==> src/rtl/rv32i_if_stage.sv <==
// rv32i_if_stage: instruction fetch stage of the RV32IM pipeline.
// Owns the fetch PC, issues word fetches over a req/gnt/rvalid handshake and
// buffers returned instructions in an in-order FIFO feeding the IF/ID register.
// Ports:
//   i_clk, i_rst_n                         clock, async active-low reset
//   o_imem_req/o_imem_addr/i_imem_gnt      fetch request channel
//   i_imem_rvalid/i_imem_rdata             in-order fetch response channel
//   i_redirect/i_redirect_pc               taken branch/jump from EX
//   o_valid/i_ready                        head-of-FIFO handshake to decode
//   o_instr/o_pc/o_pc_plus4                head instruction, its PC, PC+4
module rv32i_if_stage #(
  parameter logic [31:0] RESET_PC   = 32'h0000_0000,
  parameter int unsigned FIFO_DEPTH = 2
) (
  input  logic        i_clk,
  input  logic        i_rst_n,
  output logic        o_imem_req,
  output logic [31:0] o_imem_addr,
  input  logic        i_imem_gnt,
  input  logic        i_imem_rvalid,
  input  logic [31:0] i_imem_rdata,
  input  logic        i_redirect,
  input  logic [31:0] i_redirect_pc,
  output logic        o_valid,
  input  logic        i_ready,
  output logic [31:0] o_instr,
  output logic [31:0] o_pc,
  output logic [31:0] o_pc_plus4
);

  localparam int unsigned PTR_W = (FIFO_DEPTH > 1) ? $clog2(FIFO_DEPTH) : 1;
  localparam int unsigned CNT_W = PTR_W + 1;
  localparam int unsigned SUM_W = PTR_W + 2;
  localparam logic [31:0] NOP_INSTR = 32'h0000_0013;

  typedef struct packed {
    logic [31:0] pc;
    logic [31:0] instr;
  } fetch_entry_t;

  logic [31:0]      pc_q, pc_d;
  logic [CNT_W-1:0] out_q, out_d;
  logic [CNT_W-1:0] drop_q, drop_d;
  logic [CNT_W-1:0] cnt_q, cnt_d;
  logic [PTR_W-1:0] rd_ptr_q, rd_ptr_d;
  logic [PTR_W-1:0] wr_ptr_q, wr_ptr_d;
  logic [PTR_W-1:0] aq_rd_q, aq_rd_d;
  logic [PTR_W-1:0] aq_wr_q, aq_wr_d;
  fetch_entry_t     fifo_q [FIFO_DEPTH];
  logic [31:0]      aq_q   [FIFO_DEPTH];

  logic             pop_c;
  logic             issue_c;
  logic             push_c;
  logic [SUM_W-1:0] occ_c;

  // Handshake qualification; occupancy counts buffered plus in-flight fetches,
  // crediting a pop this cycle so full-rate streaming is sustained.
  always_comb begin
    pop_c   = (cnt_q != '0) && i_ready;
    occ_c   = SUM_W'(cnt_q) + SUM_W'(out_q) - SUM_W'(pop_c);
    issue_c = o_imem_req && i_imem_gnt;
    // Responses are written only when not flushing and not owed to a dropped fetch.
    push_c  = i_imem_rvalid && !i_redirect && (drop_q == '0);
  end

  // Next-state logic; a redirect overrides push, pop and issue.
  always_comb begin
    pc_d     = pc_q;
    out_d    = out_q + CNT_W'(issue_c) - CNT_W'(i_imem_rvalid);
    drop_d   = drop_q;
    cnt_d    = cnt_q + CNT_W'(push_c) - CNT_W'(pop_c);
    rd_ptr_d = rd_ptr_q + PTR_W'(pop_c);
    wr_ptr_d = wr_ptr_q + PTR_W'(push_c);
    aq_wr_d  = aq_wr_q + PTR_W'(issue_c);
    aq_rd_d  = aq_rd_q + PTR_W'(i_imem_rvalid);

    if (issue_c) begin
      pc_d = pc_q + 32'd4;
    end

    if (i_redirect) begin
      pc_d     = i_redirect_pc & 32'hFFFF_FFFC;
      // Every fetch still in flight after this cycle belongs to the old path.
      drop_d   = out_q - CNT_W'(i_imem_rvalid);
      cnt_d    = '0;
      rd_ptr_d = rd_ptr_q;
      wr_ptr_d = rd_ptr_q;
    end else if (i_imem_rvalid && (drop_q != '0)) begin
      drop_d = drop_q - CNT_W'(1);
    end
  end

  // State registers, FIFO storage and in-flight address queue.
  always_ff @(posedge i_clk or negedge i_rst_n) begin
    if (!i_rst_n) begin
      pc_q     <= RESET_PC;
      out_q    <= '0;
      drop_q   <= '0;
      cnt_q    <= '0;
      rd_ptr_q <= '0;
      wr_ptr_q <= '0;
      aq_rd_q  <= '0;
      aq_wr_q  <= '0;
      for (int unsigned i = 0; i < FIFO_DEPTH; i++) begin
        fifo_q[i] <= '{pc: RESET_PC, instr: NOP_INSTR};
        aq_q[i]   <= RESET_PC;
      end
    end else begin
      pc_q     <= pc_d;
      out_q    <= out_d;
      drop_q   <= drop_d;
      cnt_q    <= cnt_d;
      rd_ptr_q <= rd_ptr_d;
      wr_ptr_q <= wr_ptr_d;
      aq_rd_q  <= aq_rd_d;
      aq_wr_q  <= aq_wr_d;
      if (issue_c) begin
        aq_q[aq_wr_q] <= pc_q;
      end
      if (push_c) begin
        fifo_q[wr_ptr_q] <= '{pc: aq_q[aq_rd_q], instr: i_imem_rdata};
      end
    end
  end

  // Request is held low in reset so nothing is issued before release.
  assign o_imem_req  = i_rst_n && !i_redirect && (occ_c < SUM_W'(FIFO_DEPTH));
  assign o_imem_addr = pc_q;

  // Decode-side outputs come straight from the registered FIFO head.
  assign o_valid    = (cnt_q != '0);
  assign o_instr    = fifo_q[rd_ptr_q].instr;
  assign o_pc       = fifo_q[rd_ptr_q].pc;
  assign o_pc_plus4 = fifo_q[rd_ptr_q].pc + 32'd4;

  // A response with nothing outstanding breaks the memory protocol.
  a_rvalid_has_outstanding: assert property (
    @(posedge i_clk) disable iff (!i_rst_n) !(i_imem_rvalid && (out_q == '0))
  );

endmodule

==> config.mk <==
export PLATFORM = sky130hd
export DESIGN_NAME = rv32i_if_stage
export DESIGN_NICKNAME = d
export VERILOG_FILES = /design/src/rtl/rv32i_if_stage.sv
export SDC_FILE = /design/constraint.sdc
export NUM_CORES = 1
export LEC_CHECK = 0
export BUFFER_PORTS_ARGS = -buffer_cell sky130_fd_sc_hd__clkbuf_2
export CAP_MARGIN = 40
export CORE_MARGIN = 8
export CORE_UTILIZATION = 52
export CTS_BUF_LIST = sky130_fd_sc_hd__clkbuf_4
export CTS_CLUSTER_SIZE = 8
export DETAILED_ROUTE_END_ITERATION = 10
export GPL_TIMING_DRIVEN = 1
export PLACE_DENSITY = 0.78
export SLEW_MARGIN = 40
export SYNTH_ARGS = -nofsm -noshare
export SYNTH_HDL_FRONTEND = slang
export SYNTH_SLANG_ARGS = --single-unit
==> constraint.sdc <==
create_clock -name i_clk -period 3.45 [get_ports i_clk]
set_clock_uncertainty 0.05 [all_clocks]
set_input_delay 0.69 -clock i_clk [delete_from_list [all_inputs] [get_ports i_clk]]
set_output_delay 0.69 -clock i_clk [all_outputs]
set_load 0.01 [all_outputs]
**After elaboration in Yosys (flattened, before gate mapping)**

Index checks and enable logic that the tools add are counted.

- Logic and storage cells: 72
- Register bits: 234
- Bits of input ports: 70
- Output and inout port bits: 130

- Bitwise gates (word level): 4
- Reductions and logical operators: 15
- Add/subtract/negate cells: 14
- $lt $le $gt $ge: 7
- Muxes and demuxes: 18

Operators by type and width:

| kind | number |
|---|---|
| $mux W64 | 4 |
| $mux W32 | 6 |
| $bwmux W128 | 1 |
| $add A32 B3 Y32 const B | 2 |
| $bwmux W64 | 1 |
| $demux W64 S1 | 1 |
| $demux W32 S1 | 1 |
| $logic_and A1 B1 Y1 | 9 |
| $ge A2 B2 Y1 const B | 4 |
| $not A1 Y2 | 4 |
| $reduce_bool A2 Y1 | 4 |
| $mux W2 | 3 |
| $sub A2 B1 Y2 | 3 |
| $add A1 B1 Y1 | 4 |
| $add A2 B1 Y2 | 2 |
| $lt A2 B1 Y1 const B | 2 |
| $add A2 B2 Y3 | 1 |
| $lt A3 B2 Y1 const B | 1 |
| $sub A3 B1 Y3 | 1 |
| $logic_not A2 Y1 | 1 |
| $sub A2 B1 Y2 const B | 1 |
| $logic_not A1 Y1 | 1 |
| $mux W1 | 1 |

**Logic depth before layout (Yosys ltp)**

Gate-level depths: netlist (run 1).

- Depth after elaboration: 8
- Depth in mapped cells: 13
- Depth with buffers taken out: 11

**Worst setup path after synthesis (run 1)**

Ideal clock, no wire load.

- Path type: register to output
- Start: register rd_ptr_q
- End: output o_pc_plus4[22]
- Buffers on the path: 5
- Data arrival time: 3222 ps
- Data required time: 2710 ps
- Stages on the path, launching flop included: 14
- Setup slack: -512 ps
- Cell sequence: dfrtp_1 -> clkbuf_1 -> clkbuf_1 -> buf_1 -> buf_2 -> mux2i_1 -> inv_1 -> ha_1 -> inv_1 -> a211oi_1 -> and2_1 -> clkbuf_1 -> nand4_1 -> xnor2_1

- Word-level cells in the longest chain between the ends: 5

Ends and longest elaborated chain:

| item | line | source |
|---|---|---|
| start, declared | 45 | `logic [PTR_W-1:0] rd_ptr_q, rd_ptr_d;` |
| start signal, assigned | 114 | `rd_ptr_q <= rd_ptr_d;` |
| $not A1 Y2 | - |  |
| $mux W64 (3 in a row) | - |  |
| via o_pc[2] | 27 | `output logic [31:0] o_pc,` |
| $add A32 B3 Y32 | 135 | `assign o_pc_plus4 = fifo_q[rd_ptr_q].pc + 32'd4;` |
| end, declared | 28 | `output logic [31:0] o_pc_plus4` |

The timed path passes the listed nets, and every way through them passes these cells. The select of a mux whose other input is x is not followed.

**Worst setup path in the final report (run 1)**

- Start: register rd_ptr_q
- End: output o_pc_plus4[31]

- Word-level cells in the longest chain between the ends: 5

Ends and longest elaborated chain:

| item | line |
|---|---|
| $not A1 Y2 (implied by the code) | 135 |
| $mux W64 (implied by the code) (3 in a row) | 135 |
| $add A32 B3 Y32 | 135 |

Every way passes these cells. The select of a mux whose other input is x is not followed.

==> results of run 1 <==
==> per-layer routing <==
layer | track usage, % | wire length (um)
met1 | 28.8 | 12700
met2 | 33.7 | 12800
met3 | 4.86 | 1910
met4 | 7.37 | 672
met5 | 0 | 0
==> area by class of cell <==
class / instances / area, um^2
fill: 1634 / 7280
sequential: 224 / 5620
multi-input combinational: 667 / 5310
timing repair buffer: 246 / 1490
clock buffer: 88 / 661
tap: 275 / 344
inverter: 26 / 97.6
clock inverter: 15 / 88.8
antenna: 1 / 2.50
==> report_power, final <==
group	internal, uW	switching [uW]
clock	1230	1040
combinational	2680	2860
sequential	3780	849
total	7680	4750
==> cell usage in the layout (no fill, tap or decap), types with 3 or more instances in the layout <==
cell and count:
a21oi_1 68, clkinv_1 12, o21ai_0 20, or3_1 3
a31oi_1 5, nand4b_1 3, clkbuf_4 88, mux2i_1 39
o211ai_1 11, dfstp_2 6, or4_1 6, and2_1 4
buf_12 4, buf_4 43, nor2b_1 3, and3_1 5
ha_1 10, mux2_2 175, nand2_1 61, nand3_4 6
o311ai_0 12, xnor2_2 5, nor2_1 76, nand3b_1 7
inv_1 24, dfrtp_1 217, a22oi_1 5, buf_6 5
conb_1 6, nand2b_1 4, nand4_1 20, xnor2_1 17
xor2_1 11, nand3_1 33, ha_4 3, buf_2 13
clkbuf_2 176, nor3_4 3
==> registers in the layout, indices dropped and copies added (netlist names) <==
register / count
cnt_q: 2
o_imem_addr: 30
aq_wr_q: 1
aq_q: 60
wr_ptr_q: 1
out_q: 2
aq_rd_q: 1
rd_ptr_q: 1
drop_q: 2
fifo_q: 124
==> through the flow <==
step / util, % / area, um^2 / hold WS, ns / std cells / TNS (ns)
after global routing: 65.1 / 13600 / 0.158 / 1542 / -5.00
after global placement: 59.1 / 12400 / 0.403 / 1411 / 0
after floorplan: - / 11000 / 0.344 / 979 / 0
after detailed placement: 59.1 / 12400 / 0.417 / 1411 / 0
after CTS: 64.2 / 13400 / 0.127 / 1534 / -2.86
final: 65.1 / 13600 / 0.188 / 1542 / -2.02
==> tightest hold or removal path, stage by stage <==
cell	delay, ns
clkbuf_2	0.08
a32oi_1	0.04
nand2_1	0.06
==> how the worst max path moves through the flow <==
stage                         from              end  slack (ns)
after floorplan           rd_ptr_q   o_pc_plus4[30]        0.05
after global placement     i_ready  o_imem_addr[22]        0.02
after detailed placement   i_ready         aq_q[57]        0.15
after CTS                 rd_ptr_q   o_pc_plus4[31]       -0.25
after global routing      rd_ptr_q   o_pc_plus4[31]       -0.35
final                     rd_ptr_q   o_pc_plus4[31]       -0.22
==> cells in the mapped netlist, types with 7 or more instances <==
| cell type | instances |
|---|---|
| dfrtp_1 | 218 |
| mux2_2 | 176 |
| nor2_1 | 79 |
| a21oi_1 | 69 |
| nand2_1 | 64 |
| clkbuf_1 | 40 |
| mux2i_1 | 40 |
| nand3_1 | 39 |
| inv_1 | 25 |
| xnor2_1 | 22 |
| nand4_1 | 20 |
| o21ai_0 | 20 |
| ha_1 | 13 |
| o311ai_0 | 12 |
| o211ai_1 | 11 |
| xor2_1 | 11 |
| buf_1 | 8 |
| a22oi_1 | 7 |
| buf_2 | 7 |
| nand3b_1 | 7 |
==> cell families after synthesis <==
logic type | Yosys count | share of synthesized area, %
AOI/OAI and AO/OA | 140 | 7.82
and+or+nand+nor | 258 | 11.6
adders and majority gates | 14 | 1.67
other | 1 | 0.0342
xor gates and xnor gates | 33 | 2.64
muxes | 216 | 21.7
DFF | 224 | 51.2
buffers and inverters | 88 | 3.37
==> what timing repair did <==
item                                    CTS  global route
gates resized for setup                  29            43
setup buffers                            19             8
endpoints found under the setup margin   24            23
gates cloned                              1             0
hold endpoints to repair                 25             0
pin swaps                                10            15
hold buffers                              1             0
==> run metrics, run 1 <==
outcome finished with violations; failing checks setup timing; TritonRoute pass-1 iters 8; FFs w/ async S/R, synth between 90% and 100%; final worst setup slack -0.218 ns; Min-Delay Path Depth 3; worst reg2reg path depth 10; post-synthesis sequential area ratio around 51%; vias per inst 5.56; critical path class reg -> out; worst-path fanout max 8; flop2flop setup slack approximately 0.48 ns; setup violators final 17; Tmin final between 3 and 4 ns; clk buf depth 3; clock-pin slew on the worst setup and hold paths 0.07 ns; Initial Util 52.5%; Post-Syn Area around 11000 um^2; core area 20900 um^2; Worst path max stage delay 0.57 ns; Pleak approximately 0.0065 uW; IO Port Bufs approximately 190; area share of the largest cell type after synthesis 49.7%; TritonCTS Buffers 57; CTS tree yes; area grow syn2layout 24.1%; average wire per standard cell about 18 um; PwrDens 914 nW/um^2; Final Hold Vio Count 0; VDD IR-drop max 0.000392 V; Die X approximately 160 um; cell taking the most area after synthesis dfrtp_1; Worst Path Arrival between 2 and 3 ns; DRT iter0 DRCs approximately 630; vias in the first global route approximately 9k; CP max-delay cell dfrtp_4; overall power between 10000 and 15000 uW; global-route usage over all layers 21.4%; first-pass GRT wire length between 40 and 50 mm; post-route ant nets 0; Clock Latency Late Sink about 0.66 ns; Post-layout nets between 1k and 1.5k; die area ~26000 um^2; Clock Sink Count 224; wirelength, routed roughly 28 mm; FF+latch count, synth between 200 and 250; Worst Tran Pin Value slightly above 0.9 ns; # IOs 200; commonest register cell after synthesis dfrtp_1; synth top area cells dfrtp_1, mux2_2, mux2i_1, a21oi_1, nor2_1; share of cells above drive strength 1 44.5%; period utilization 106%; Final Max Tran Viols 0; startpoint types flop; synth warn 0; Crit path depth 9; DRC 0; most frequent CP cell buf_4; Root Driver clkbuf_4; CP bufs+invs 4; Mean Syn Cell Area ~11 um^2; hold path startpoint i_redirect_pc[24]; Setup crit end kind output port; GP Congestion between 0.8 and 0.9; HPWL Detailed a little under 20 mm; Critical Path RT 2.71 ns; Max-Cap Viols 0; Hold EP o_imem_addr[24]; max frequency approximately 270 MHz; RSZ-0062 raised after global routing true; relative slew slack approximately two fifths; largest net degree at the start of global routing between 100 and 150; GRT overflow 0; vias approximately 8.6k; dpl ws approximately 0.15 ns; R2R Path Start out_q[1]; Die Y-Extent roughly 160 um; H-tree depth 2; antenna violations before repair 1; Reg-to-Reg End aq_q[24]; Mapped Cells between 900 and 1k; family with the most delay on the worst path buffers and inverters; Netlist cell types 52; Post-synth EDFFs 0; ordered list of cells on the worst path buf_12 -> nand4b_1 -> a222oi_1 -> buf_4 -> nand3_4 -> nor4b_4 -> buf_4 -> xor2_1 -> buf_2; number of core rows 53; HP Class in -> reg
Power figures use the tool's default switching activity.
==> run 2: changes to the inputs <==
- PLACE_DENSITY: 0.78 -> 0.84
==> run metrics, run 2 (same netlist as run 1, synthesis figures left out) <==
Post-layout nets 1299 (-0.54%); max reg flops 124 (unchanged); Reg-to-Reg End aq_q[46]; Tmin final 3.71 ns (+0.0456 ns); clk buf depth 3 (unchanged); largest net degree at the start of global routing 145 (+29%); vias 8587 (+0.25%); TritonRoute pass-1 iters 5 (-3); antenna violations before repair 1 (unchanged); CP bufs+invs 3 (-1); Post-Layout Cell Count 1526 (-1.0%); average wire per standard cell 18.2 um (-0.14%); area grow syn2layout 22.7%; post-route ant nets 0 (unchanged); met3 wire length 1.77 mm (-7.6%); # IOs 200 (unchanged); top routing layer used met4; Initial Util 52.5% (unchanged); die area 26000 um^2 (unchanged); Min-Delay Path Depth 3 (unchanged); Die Y-Extent 161 um (unchanged); Worst Path Arrival 2.97 ns (+0.04 ns); commonest cells after routing, fill and taps aside dfrtp_1, mux2_2, clkbuf_2, clkbuf_4, nor2_1; critical path class reg -> out; share of cells above drive strength 1 44.1% (-0.39 points); DRC 0 (unchanged); TritonCTS Buffers 58 (+1.8%); RSZ-0062 raised after global routing true; number of core rows 53 (unchanged); CP max-delay cell dfrtp_4; Final Hold Vio Count 0 (unchanged); largest reg by FF count fifo_q; setup violators final 16 (-1); Setup crit end kind output port; Die X 161 um (unchanged); HPWL Detailed 19.6 mm (+0.98%); placed insts 1411 (unchanged); vias per inst 5.63 (+1.3%); Clock Latency Late Sink 0.66 ns (about the same); routed wl met2 12.5 mm (-2.2%); Worst Tran Pin Value 0.818 ns (-0.0877 ns); family with the most delay on the worst path simple AND/OR/NAND/NOR gates; PwrDens 906 nW/um^2 (-0.86%); period utilization 108% (+1.3 points); max frequency 269 MHz (-1.2%); final worst setup slack -0.264 ns (-0.0456 ns); R2R Path Start cnt_q[1]; GP Congestion 0.906 (+4.3%); Clock Sink Count 224 (unchanged); ordered list of cells on the worst path buf_6 -> nand3b_1 -> a222oi_1 -> nand3_2 -> nor4b_4 -> buf_4 -> xor2_1 -> buf_2; wirelength, routed 27.7 mm (-1.2%); hold path startpoint i_redirect_pc[30]; multi-input logic area 5290 um^2 (-0.38%); DRT iter0 DRCs 593 (-5.6%); final core utilization 64.4% (-0.71 points); Seq. cell area 5620 um^2 (unchanged); VDD IR-drop max 0.000384 V (-2.2%); Max-Cap Viols 0 (unchanged); setup_tns -1.18 ns (+0.836 ns); first-pass GRT wire length 45.0 mm (-1.6%); global-route usage over all layers 21.1% (-0.37 points); Critical Path RT 2.71 ns (about the same); met1 wire length 12.7 mm (about the same); clock-pin slew on the worst setup and hold paths 0.07 ns (about the same); worst reg2reg path depth 10 (unchanged); outcome finished with violations; Worst path max stage delay 0.54 ns (-0.03 ns); worst-path fanout max 6 (-2); CTS tree yes; core area 20900 um^2 (unchanged); failing checks setup timing; flop2flop setup slack 0.58 ns (+0.10 ns); Final Max Tran Viols 0 (unchanged); H-tree depth 2 (unchanged); Pleak 0.00639 uW (-1.3%); HP Class in -> reg; Root Driver clkbuf_4; relative slew slack 44.9% (+5.9 points); commonest non-fill, non-tap cell in the layout dfrtp_1; startpoint types flop; Hold EP o_imem_addr[30]; vias in the first global route 8915 (+0.75%); GRT overflow 0 (unchanged); # fillers 1608 (-1.6%); IO Port Bufs 191 (unchanged)
-- run 2: changes by cell type in the layout (fill, tap and decap cells not counted), sizes merged --
| cell | change |
|---|---|
| clkinv | -7 |
| clkbuf | -5 |
| buf | -3 |
| bufinv | -1 |
| clkinvlp | -1 |
| inv | +1 |
-- run 2: layout make-up --
| class | instances | share of cell area, % |
|---|---|---|
| sequential | 224 | 41.7 |
| multi-input combinational | 667 | 39.3 |
| timing repair buffer | 238 | 10.6 |
| clock buffer | 88 | 4.91 |
| tap | 275 | 2.56 |
| inverter | 26 | 0.725 |
| clock inverter | 7 | 0.205 |
| antenna | 1 | 0.0186 |
-- run 2: worst max path at each step --
| stage | slack, ns | from | end | depth (start not counted) |
|---|---|---|---|---|
| 3_3_place_gp | 0.09 | i_ready | o_imem_addr[22] | 11 |
| 6_report | -0.26 | rd_ptr_q | o_pc_plus4[31] | 8 |
| 5_1_grt | -0.45 | rd_ptr_q | o_pc_plus4[31] | 8 |
| 4_1_cts | -0.26 | rd_ptr_q | o_pc_plus4[31] | 8 |
| 2_1_floorplan | 0.05 | rd_ptr_q | o_pc_plus4[30] | 12 |
| 3_5_place_dp | 0.20 | rd_ptr_q | o_pc_plus4[31] | 9 |
-- run 2: where the power goes --
part	leakage, uW	switching, uW	internal (uW)
sequential	0.00276	827	3780
clock	0.000421	1010	1140
combinational	0.00321	2840	2600
-- run 2: stage by stage --
stage               worst slack [ns]  hold slack (ns)  power, uW  instance area (um^2)
floorplan                     0.0547            0.344       7890                 11000
global placement              0.0879            0.433       9610                 12400
CTS                           -0.258            0.149      12200                 13300
global route                  -0.450            0.167      13000                 13500
finish                        -0.264            0.194      12200                 13500
detailed placement             0.200            0.441       9840                 12400
-- run 2: repair_timing --
action,CTS,global route
buffers inserted,9,11
hold endpoints to repair,12,0
hold buffers,1,0
pin swaps,11,9
setup endpoints to repair,21,23
resized for setup,30,39
-- run 2: metal layers --
layer  track usage, %  up-vias
met3             4.61       58
met2             31.8      342
met5                0        -
met1             28.8     4191
li1                 -     3996
met4             9.13        0
-- run 2: worst register-to-register path, delay by kind of cell (launching register included) --
family	cells	cell delay, ns
fa+ha+maj	3	1.04
buf+inv	4	0.54
flops	1	0.42
mux	1	0.38
simple gates	2	0.30
==> run 3: changes to the inputs <==
- CORE_UTILIZATION: 52 -> 30
- PLACE_DENSITY: 0.84 -> 0.56
==> run metrics, run 3 (same netlist as run 1, synthesis figures left out) <==
outcome finished with violations; failing checks setup timing; GP Congestion 0.793 (-12%); flop2flop setup slack 0.53 ns (-0.05 ns); largest net degree at the start of global routing 135 (-6.9%); Clock Sink Count 224 (unchanged); Final Max Tran Viols 0 (unchanged); Root Driver clkbuf_4; average wire per standard cell 17.8 um (-2.2%); vias 8421 (-1.9%); hold path startpoint i_redirect_pc[24]; share of cells above drive strength 1 44.1% (about the same); Post-layout nets 1306 (+0.54%); Setup crit end kind output port; first-pass GRT wire length 48.9 mm (+8.6%); largest reg by FF count fifo_q; WHS 0.149 ns (-0.0453 ns); HP Class in -> reg; clock-pin slew on the worst setup and hold paths 0.07 ns (about the same); DRT iter0 DRCs 440 (-26%); dpl ws 0.165 ns (-0.0353 ns); Clock Latency Late Sink 0.69 ns (+0.03 ns); VDD IR-drop max 0.000254 V (-34%); global-route usage over all layers 14.0% (-7.0 points); TritonRoute pass-1 iters 5 (unchanged); final worst setup slack -0.174 ns (+0.0900 ns); area grow syn2layout 25.7%; Initial Util 30.2% (-22 points); R2R Path Start cnt_q[1]; Hold EP o_imem_addr[24]; CP max-delay cell dfrtp_4; # fillers 3644 (+130%); Final Hold Vio Count 0 (unchanged); Die Y-Extent 207 um (+29%); Pleak 0.00650 uW (+1.7%); Worst Tran Pin Value 0.750 ns (-0.0682 ns); # IOs 200 (unchanged); core area 36300 um^2 (+74%); GR met3 Demand/Resource 3.46% (-1.1 points); post-route ant nets 0 (unchanged); worst reg2reg path depth 10 (unchanged); period utilization 105% (-2.6 points); Worst path max stage delay 0.55 ns (about the same); max reg flops 124 (unchanged); die area 42900 um^2 (+65%); startpoint types flop; IO Port Bufs 191 (unchanged); relative slew slack 49.5% (+4.6 points); vias per inst 4.86 (-14%); wirelength, routed 30.8 mm (+11%); Tmin final 3.62 ns (-0.0900 ns); HPWL Detailed 22.0 mm (+12%); TritonCTS Buffers 61 (+5.2%); routing usage on met1 20.1% (-8.7 points); ordered list of cells on the worst path buf_6 -> nand3b_1 -> buf_4 -> a211oi_4 -> nand2_4 -> nor4_4 -> xnor2_2 -> buf_2; clk buf depth 3 (unchanged); critical path class reg -> out; commonest cells after routing, fill and taps aside dfrtp_1, mux2_2, clkbuf_2, clkbuf_4, nor2_1; setup violators final 16 (unchanged); worst-path fanout max 15 (+9); Die X 207 um (+29%); number of core rows 70 (+32%); GR met2 Demand/Resource 20.5% (-11 points); Worst Path Arrival 2.88 ns (-0.09 ns); RSZ-0062 raised after global routing true; max frequency 276 MHz (+2.5%); Min-Delay Path Depth 3 (unchanged); GRT overflow 0 (unchanged); Max-Cap Viols 0 (unchanged); antenna violations before repair 1 (unchanged); Reg-to-Reg End aq_q[44]; Critical Path RT 2.71 ns (about the same); H-tree depth 2 (unchanged); commonest non-fill, non-tap cell in the layout dfrtp_1; grt peak-use layer met2; CTS tree yes; vias in the first global route 8622 (-3.3%); PwrDens 901 nW/um^2 (-0.51%); DRC 0 (unchanged)
==> run 3: cell types whose count changed in the layout (fill, tap and decap cells not counted), moves of 3 or more <==
cell	previous run	this run
inv_2	3	0
buf_2	17	10
buf_6	5	9
buf_4	35	41
clkinv_1	6	11
clkbuf_4	88	94
==> run 3: per-stage QoR <==
step / total power [uW] / utilization (%) / instances / TNS (ns) / area [um^2]
floorplan: 7890 / - / 979 / 0 / 11000
global placement: 9840 / 34.8 / 1607 / 0 / 12600
detailed placement: 9980 / 34.8 / 1607 / 0 / 12600
CTS: 12500 / 37.5 / 1724 / -3.64 / 13600
global route: 13400 / 37.9 / 1733 / -5.66 / 13800
finish: 12400 / 37.9 / 1733 / -1.59 / 13800
==> run 3: cell type report <==
| type | count | area (um^2) | area share (%) |
|---|---|---|---|
| clock buffers | 94 | 706 | 5.12 |
| clock inverters | 11 | 42.5 | 0.309 |
| inverters | 26 | 97.6 | 0.708 |
| multi-input cells | 667 | 5260 | 38.2 |
| well taps | 468 | 586 | 4.25 |
| flip-flops and latches | 224 | 5620 | 40.7 |
| diodes | 1 | 2.50 | 0.0182 |
| repair buffers | 242 | 1470 | 10.7 |
==> run 3: worst max-delay path: cells and delay by family (launching register included) <==
family | cells | cell delay [ns]
simple gates | 3 | 0.65
xor+xnor | 1 | 0.17
flops | 1 | 0.55
compound gates | 1 | 0.30
buf+inv | 3 | 0.51
==> run 3: worst max-delay path by stage <==
| stage | slack (ns) | end | from |
|---|---|---|---|
| finish | -0.17 | o_pc_plus4[30] | rd_ptr_q |
| global route | -0.38 | o_pc_plus4[29] | rd_ptr_q |
| CTS | -0.28 | o_pc_plus4[30] | rd_ptr_q |
| detailed placement | 0.17 | o_pc_plus4[30] | rd_ptr_q |
| global placement | 0.07 | o_imem_addr[13] | i_ready |
| floorplan | 0.05 | o_pc_plus4[30] | rd_ptr_q |
==> run 3: routing by layer <==
metal	vias to the layer above	wire length, um
li1	4010	-
met1	4092	15300
met2	267	13300
met3	52	1640
met4	0	588
met5	-	0
==> run 3: timing repair <==
item                                    in CTS  in global routing
hold buffers                                 1                  0
setup buffers                               11                  9
endpoints found under the setup margin      24                 24
pin swaps                                   12                 10
resized for setup                           32                 36
hold endpoints to repair                    16                  0
==> run 3: where the power goes <==
group,internal (uW),switching (uW),leakage [uW],total (uW)
combinational,2610,2880,0.00329,5490
clock,1220,1100,0.000452,2320
sequential,3780,838,0.00276,4620
